==> config.mk <==
export PLATFORM = sky130hd
export DESIGN_NAME = flush_ctrl
export DESIGN_NICKNAME = d
export VERILOG_FILES = /design/src/rtl/flush_ctrl.sv
export SDC_FILE = /design/constraint.sdc
export NUM_CORES = 1
export LEC_CHECK = 0
export CAP_MARGIN = 5
export CORE_UTILIZATION = 35
export DETAILED_ROUTE_END_ITERATION = 7
export DONT_BUFFER_PORTS = 1
export SLEW_MARGIN = 20
export SYNTH_ARGS = -nofsm -noshare
export SYNTH_HDL_FRONTEND = slang
export SYNTH_SLANG_ARGS = --single-unit
==> constraint.sdc <==
create_clock -name clk -period 2.5 [get_ports clk]
set_input_delay 0.375 -clock clk [delete_from_list [all_inputs] [get_ports clk]]
set_output_delay 0.375 -clock clk [all_outputs]
set_load 0.02 [all_outputs]
==> src/rtl/flush_ctrl.sv <==
// Flush sequencer/arbiter: fixed-priority pick of pending flush sources, one-hot stage walk,
// drain-ack wait with timeout, then a single redirect pulse to fetch.
module flush_ctrl #(
    parameter int unsigned NUM_SRC     = 4,
    parameter int unsigned NUM_STG     = 5,
    parameter int unsigned ADDR_W      = 32,
    parameter int unsigned ACK_TIMEOUT = 15
) (
    input  logic                      clk,
    input  logic                      reset_n,
    input  logic [NUM_SRC-1:0]        flush_req,
    input  logic [NUM_SRC*ADDR_W-1:0] flush_pc,
    input  logic                      flush_ack,
    output logic [NUM_SRC-1:0]        flush_grant,
    output logic [NUM_STG-1:0]        flush_stage,
    output logic                      stall_fetch,
    output logic                      redirect_valid,
    output logic [ADDR_W-1:0]         redirect_pc,
    output logic                      busy,
    output logic                      ack_timeout_err
);

    localparam int unsigned SrcW = (NUM_SRC > 1) ? $clog2(NUM_SRC) : 1;
    localparam int unsigned CntW = (NUM_STG > 1) ? $clog2(NUM_STG) : 1;
    localparam logic [CntW-1:0] LastStg    = CntW'(NUM_STG - 1);
    localparam logic [7:0]      TimeoutCnt = 8'(ACK_TIMEOUT);

    localparam logic [1:0] StIdle     = 2'd0;
    localparam logic [1:0] StFlush    = 2'd1;
    localparam logic [1:0] StWaitAck  = 2'd2;
    localparam logic [1:0] StRedirect = 2'd3;

    logic [1:0]                     state_q, state_d;
    logic [NUM_SRC-1:0]             pending_q, pending_d;
    logic [NUM_SRC-1:0][ADDR_W-1:0] pc_q, pc_d;
    logic [CntW-1:0]                cnt_q, cnt_d;
    logic [7:0]                     wait_q, wait_d;
    logic [NUM_SRC-1:0]             grant_q, grant_d;
    logic [NUM_STG-1:0]             stage_q, stage_d;
    logic                           rv_q, rv_d;
    logic [ADDR_W-1:0]              rpc_q, rpc_d;
    logic                           busy_q, busy_d;
    logic                           err_q, err_d;

    logic [SrcW-1:0]    win_idx;
    logic               any_pend;
    logic [NUM_SRC-1:0] clr;

    // Scan downward so the lowest set index is the last one written.
    always_comb begin
        win_idx  = '0;
        any_pend = |pending_q;
        for (int i = NUM_SRC - 1; i >= 0; i--) begin
            if (pending_q[i]) begin
                win_idx = SrcW'(i);
            end
        end
    end

    always_comb begin
        state_d = state_q;
        cnt_d   = cnt_q;
        wait_d  = wait_q;
        grant_d = '0;
        stage_d = '0;
        rv_d    = 1'b0;
        rpc_d   = rpc_q;
        busy_d  = busy_q;
        err_d   = err_q;
        clr     = '0;
        case (state_q)
            StIdle: begin
                if (any_pend) begin
                    grant_d[win_idx] = 1'b1;
                    clr[win_idx]     = 1'b1;
                    rpc_d            = pc_q[win_idx];
                    cnt_d            = '0;
                    busy_d           = 1'b1;
                    state_d          = StFlush;
                end
            end
            StFlush: begin
                stage_d[cnt_q] = 1'b1;
                if (cnt_q == LastStg) begin
                    wait_d  = '0;
                    state_d = StWaitAck;
                end else begin
                    cnt_d = cnt_q + CntW'(1);
                end
            end
            StWaitAck: begin
                if (flush_ack) begin
                    rv_d    = 1'b1;
                    state_d = StRedirect;
                end else if (wait_q == TimeoutCnt) begin
                    rv_d    = 1'b1;
                    err_d   = 1'b1;
                    state_d = StRedirect;
                end else begin
                    wait_d = wait_q + 8'd1;
                end
            end
            StRedirect: begin
                busy_d  = 1'b0;
                state_d = StIdle;
            end
            default: state_d = StIdle;
        endcase
    end

    // A new request on the granting edge keeps its pending bit (set beats clear).
    always_comb begin
        pending_d = (pending_q & ~clr) | flush_req;
        for (int i = 0; i < NUM_SRC; i++) begin
            pc_d[i] = flush_req[i] ? flush_pc[i*ADDR_W +: ADDR_W] : pc_q[i];
        end
    end

    always_ff @(posedge clk or negedge reset_n) begin
        if (!reset_n) begin
            state_q   <= StIdle;
            pending_q <= '0;
            pc_q      <= '0;
            cnt_q     <= '0;
            wait_q    <= '0;
            grant_q   <= '0;
            stage_q   <= '0;
            rv_q      <= 1'b0;
            rpc_q     <= '0;
            busy_q    <= 1'b0;
            err_q     <= 1'b0;
        end else begin
            state_q   <= state_d;
            pending_q <= pending_d;
            pc_q      <= pc_d;
            cnt_q     <= cnt_d;
            wait_q    <= wait_d;
            grant_q   <= grant_d;
            stage_q   <= stage_d;
            rv_q      <= rv_d;
            rpc_q     <= rpc_d;
            busy_q    <= busy_d;
            err_q     <= err_d;
        end
    end

    assign flush_grant     = grant_q;
    assign flush_stage     = stage_q;
    assign stall_fetch     = busy_q;
    assign redirect_valid  = rv_q;
    assign redirect_pc     = rpc_q;
    assign busy            = busy_q;
    assign ack_timeout_err = err_q;

endmodule

==> After elaboration in Yosys (flattened, before gate mapping) <==
Index checks and enable logic that the tools add are counted.
{ "op_classes": {"n_reduce_logical": 13, "eq_ne": 11, "n_lt_le_gt_ge": 4, "add_sub_neg": 2, "bitwise": 4, "shift": 0, "n_mul": 0, "n_div": 0, "n_mux": 30} }
{ "ops": {"columns": ["operator", "n"], "rows": [
  ["32-bit binary-select mux with 2-bit select", 1],
  ["32-bit two-way mux", 1],
  ["8-bit two-way mux", 3],
  ["2-bit two-way mux", 8],
  ["8-bit case mux with 2 select lines", 1],
  ["2-bit != test (second input constant)", 5],
  ["3-bit AND reduction", 3],
  ["8-bit by 1-bit adder with 8-bit output (second input constant)", 1],
  ["8-bit by 4-bit equality test with 1-bit output (second input constant)", 1],
  ["4-bit two-way mux", 2],
  ["2-bit case mux with 4 select lines", 1],
  ["1-bit two-way mux", 6],
  ["3-bit two-way mux", 2],
  ["3-bit case mux with 2 select lines", 1],
  ["2-bit nonzero test", 3],
  ["5-bit two-way mux", 1],
  ["4-bit AND", 1],
  ["2-bit equality test (second input constant)", 2],
  ["3-bit by 4-bit < comparator with 1-bit output (second input constant)", 1],
  ["4-bit inverter", 1],
  ["4-bit bitwise OR", 1],
  ["2-bit AND reduction", 2],
  ["4-bit AND reduction", 1],
  ["4-bit OR reduction", 1],
  ["13 further kinds", 14]
]} }
{ "word_totals": {"latchBits": 0, "input_bits": 135, "rom_bits": 0, "output_inout_bits": 45, "mem_bits_rw": 0, "memories": 0, "elab_cells": 78, "register_bits": 189} }

==> Logic depth before layout (Yosys ltp) <==
{ "logic_depth": {"ltp_word": 13, "ltp_mapped": 8, "depth_no_buf": 6} }

==> Worst setup path after synthesis <==
Ideal clock, no wire load.
{ "synth_timing": {"path_kind": "flip-flop to flip-flop", "from": "register state_q[1]", "to": "register wait_q[3]", "setup_ns": 0.124, "path_stages_with_launch": 8, "slack_ns": 0.653, "path_buffers": 1, "required_ns": 2.376, "arrival_ns": 1.724, "period_less_slack_ns": 1.847, "path_cell_list": "dfrtp_1 > inv_1 > ha_1 > a21bo_2 > o21ai_1 > or2_2 > buf_2 > a211o_1"} }
{ "synth_between": {"elab_chain_cells": 3, "elab_cells_between_ends": 8, "cone_classes": "eq/ne: 5; mux: 1; reduce/logical: 2"} }
{ "synth_rtl": {"columns": ["item", "line_no", "text"], "rows": [
  ["from (decl)", "33", "logic [1:0] state_q, state_d;"],
  ["from (signal assigned)", "121", "state_q <= StIdle;"],
  ["from (signal assigned)", "133", "state_q <= state_d;"],
  ["2-bit equality test / 2-bit by 1-bit equality test with 1-bit output (equally long branches)", "71", "case (state_q)"],
  ["2-bit != test (no line) / 2-bit nonzero test (equally long branches)", null, null],
  ["4-bit AND reduction (no line)", null, null],
  ["to (signal assigned)", "137", "wait_q <= wait_d;"],
  ["to (decl)", "37", "logic [7:0] wait_q, wait_d;"]
]} }
Several ways; a longest one is shown, not always the timed one.
A chain may end at the register's enable or synchronous reset.

==> Worst setup path after layout <==
Ends and elaborated chain as after synthesis.

==> qor.log <==
INFO  pwr            vdd.ir_drop.worst=0.000336V
INFO  drt            detail_route.wirelength=20.5mm
INFO  yosys          syn_avg_cell_area=12.2squm
INFO  worst_setup_path worstPathMaxFanout=7
INFO  drt            post-route-drc-count=0
INFO  drt            m1WireLength=9.21mm
INFO  drt            wl_met2=9.67mm
INFO  floorplanning  floorplan.initialDensity=35.9%
INFO  worst_setup_path critical_path_source_type=register
INFO  worst_setup_path timing_worst_setup_path_type=reg2reg
INFO  clocking       ctsLongestPathBuffers=2
INFO  timing         timing.final.max_slew_violations=0
INFO  floorplanning  fp-row-count=56
INFO  global_routing number_of_antenna_violations_at_the_first_check_in_global_routing=8
INFO  timing         clock-skew-final=12.0ps
INFO  pwr            cellInternalPower=0.00597W
INFO  clocking       cts.sink_count=189
INFO  timing         clock.fmax=0.505GHz
INFO  place          place.gp.congestion=0.771
INFO  clocking       clkTransAtPathRegs=70ps
INFO  yosys          mappedNetlistNets=838
INFO  pwr            power.share.sequential=48.6%
INFO  clocking       cts_tree=built
INFO  timing         relSlewSlack=54.5%
INFO  global_routing grt_overflow=0
INFO  drt            detail_route.first_pass.iterations=4
INFO  yosys          yosys.cell_types.count=44
INFO  pwr            power.total=0.00910W
INFO  floorplanning  design.core.area=23600squm
INFO  cells_and_area proportion_of_layout_cells_with_a_drive_suffix_above_1=27.0%
INFO  status         violated_checks=hold timing
INFO  place          hpwlAfterDp=12.9mm
INFO  worst_setup_path arrival=2300ps
INFO  pwr            power_frac_comb=20.1%
INFO  floorplanning  ports=180
INFO  hold_path      hp-class=in2async
INFO  clocking       post_cts_resized=0
INFO  status         run_status=finished with violations
INFO  timing         final_period_minus_worst_setup_slack=1980ps
INFO  place          buffer_ports.inserted=0
INFO  worst_setup_path endpoint_kind=register
INFO  drt            drtIter0Drc=279
INFO  drt            wire_per_inst=20.3microns
INFO  drt            routed-via-count=5253
INFO  yosys          synth_warnings=0
INFO  clocking       cts_made_buffers=17
INFO  pwr            cellPowerDensity=975nW/um^2
INFO  timing         report.final.hold_viol_count=189
INFO  drt            antenna_violating_nets_post_route=0
INFO  global_routing grt_usage=17.3%
INFO  timing         setup_viol_count_final=0
INFO  floorplanning  fp.dieArea=24900squm
INFO  cells_and_area nNetsFinal=815
INFO  timing         finalCritPeriodShare=79.2%
INFO  clocking       root_buffer=sky130_fd_sc_hd__clkbuf_16
INFO  drt            avgViaCountPerCell=5.20
INFO  clocking       post_cts.repair.setup_buffers=0
INFO  floorplanning  die_w=158microns
INFO  cells_and_area areaGrowthSynthToFinish=9.92%
INFO  clocking       insertion_delay=430ps
INFO  timing         rsz0062_at_grt=no
INFO  pwr            power.share.clock=31.2%
INFO  drt            highest-signal-layer=met5
INFO  clocking       cts_max_level=4
INFO  yosys          synth_seq_cells=189
INFO  yosys          area_of_the_mapped_netlist=8490squm
INFO  yosys          yosysSeqAreaShare=55.7%
INFO  pwr            p_leak=3.85nW
INFO  global_routing grt_pass1_vias=5224
INFO  global_routing grt_pass1_wl=32.0mm
INFO  yosys          synth_edf_count=0
INFO  drt            met3WireLength=1.33mm
INFO  flow_run       max_cap_violations=0
INFO  floorplanning  die_height=158microns
INFO  pwr            power_switching_share=34.4%
INFO  yosys          postSynthCellCount=696
INFO  global_routing grt_max_degree=190
INFO  timing         worst-slew-pin-transition=682ps
INFO  worst_setup_path required_time_of_the_worst_setup_path=2820ps
INFO  pwr            switching_power=0.00313W
INFO  timing         tns=0ps
INFO  yosys          synth_flop_cell=sky130_fd_sc_hd__dfrtp_1
INFO  timing         final.hold.worst_slack=-351ps
INFO  yosys          async_flop_share=100%
[cell type report]
type	instances	area, sq um
Timing Repair Buffer	11	82.6
Sequential cell	189	4730
Antenna cell	5	12.5
Clock inverter	14	176
Inverter	8	30.0
Multi-Input combinational cell	446	3470
Fill cell	2266	14300
Tap cell	319	399
Clock buffer	18	429
[state kept, by name (all words and copies together), names as in the netlist]
| signal | flops |
|---|---|
| flush_stage | 5 |
| wait_q | 8 |
| state_q | 2 |
| flush_grant | 4 |
| cnt_q | 3 |
| ack_timeout_err | 1 |
| redirect_pc | 32 |
| pending_q | 4 |
| pc_q | 128 |
| busy | 1 |
| redirect_valid | 1 |
[power groups by stage]
stage	Sequential (W)	Combinational, W	Clock (W)
after floorplan	0.00430	0.00166	0
after global placement	0.00448	0.00182	0
after detailed placement	0.00450	0.00186	0
after CTS	0.00444	0.00186	0.00293
after global routing	0.00451	0.00210	0.00306
final	0.00442	0.00183	0.00284
[routing by layer]
metal / up-vias / track usage (%)
met5: - / 0
met4: 6 / 4.48
met3: 21 / 6.19
met2: 124 / 26.9
met1: 2619 / 22.7
li1: 2483 / -
[worst max-delay path: stages (launching register included)]
cell and delay (ps):
sky130_fd_sc_hd__dfrtp_1 400, sky130_fd_sc_hd__inv_1 70, sky130_fd_sc_hd__ha_1 250, sky130_fd_sc_hd__a21bo_2 280, sky130_fd_sc_hd__o21ai_1 170, sky130_fd_sc_hd__or2_2 400, sky130_fd_sc_hd__a211o_1 310
[final timing paths]
path / startpoint / to / slack [ps] / cells after the start
worst min-delay path: reset_n / flush_stage[1] / -350 / 0
worst max-delay path: state_q[1] / wait_q[3] / 520 / 6
worst min register to register: cnt_q[1] / flush_stage[4] / 510 / 1
max in group asynchronous: reset_n / pending_q[1] / 2440 / 0
worst max register to register: state_q[1] / wait_q[3] / 520 / 6
min in group clk: flush_req[0] / pending_q[0] / 50 / 1
[placed cells by master (no fill, tap or decap), types with 3 or more instances in the layout]
cell                        instances
sky130_fd_sc_hd__inv_8              4
sky130_fd_sc_hd__ha_1               7
sky130_fd_sc_hd__a21o_1             6
sky130_fd_sc_hd__o21ai_0           31
sky130_fd_sc_hd__nand3b_1           3
sky130_fd_sc_hd__nor2b_1           36
sky130_fd_sc_hd__o21ai_1           12
sky130_fd_sc_hd__nand3_1            4
sky130_fd_sc_hd__inv_6              3
sky130_fd_sc_hd__clkbuf_16         17
sky130_fd_sc_hd__nor2_1             5
sky130_fd_sc_hd__dfrtp_1          187
sky130_fd_sc_hd__buf_4             11
sky130_fd_sc_hd__and3_1             6
sky130_fd_sc_hd__inv_1              8
sky130_fd_sc_hd__o221ai_1          34
sky130_fd_sc_hd__nor3_1             3
sky130_fd_sc_hd__o21ai_2            5
sky130_fd_sc_hd__nand2b_1           3
sky130_fd_sc_hd__o31ai_1           33
sky130_fd_sc_hd__diode_2            5
sky130_fd_sc_hd__nand2_1           72
sky130_fd_sc_hd__mux2_2           128
sky130_fd_sc_hd__nor3b_1           33
[cell usage after synthesis (all sizes together) (2+ instances only)]
cell,n,area (sq um)
dfrtp,189,4730
mux2,129,1450
nand2,72,270
o21ai,49,275
clkbuf,37,141
nor2b,36,225
o221ai,34,298
nor3b,33,248
o31ai,33,248
buf,16,120
inv,8,30.0
ha,7,87.6
a21o,6,45.0
and3,6,37.5
nor2,6,25.0
nand3,4,20.0
nand2b,3,18.8
nand3b,3,22.5
nor3,3,15.0
o211ai,3,32.5
a21oi,2,10.0
and2,2,12.5
mux2i,2,20.0
nand4,2,12.5
o311ai,2,17.5
or3,2,12.5
[stage by stage]
| step | cell area, sq um | utilization (%) | hold slack, ps | setup WS (ps) | cells |
|---|---|---|---|---|---|
| after floorplan | 8490 | - | 79.4 | 653 | 696 |
| after global placement | 8710 | 36.9 | 86.5 | 573 | 973 |
| after detailed placement | 8710 | 36.9 | 87.2 | 475 | 973 |
| after CTS | 9320 | 39.5 | -386 | 482 | 1005 |
| after global routing | 9320 | 39.5 | -393 | 261 | 1008 |
| final | 9330 | 39.5 | -351 | 520 | 1010 |
[logic make-up after synthesis]
family,count (synthesis),synth area share [%]
fa+ha+maj,7,1.03
mux,131,17.4
flops,189,55.7
buf+inv,61,3.44
compound gates,133,11.3
simple gates,175,11.1
(Power assumes the default switching activity.)
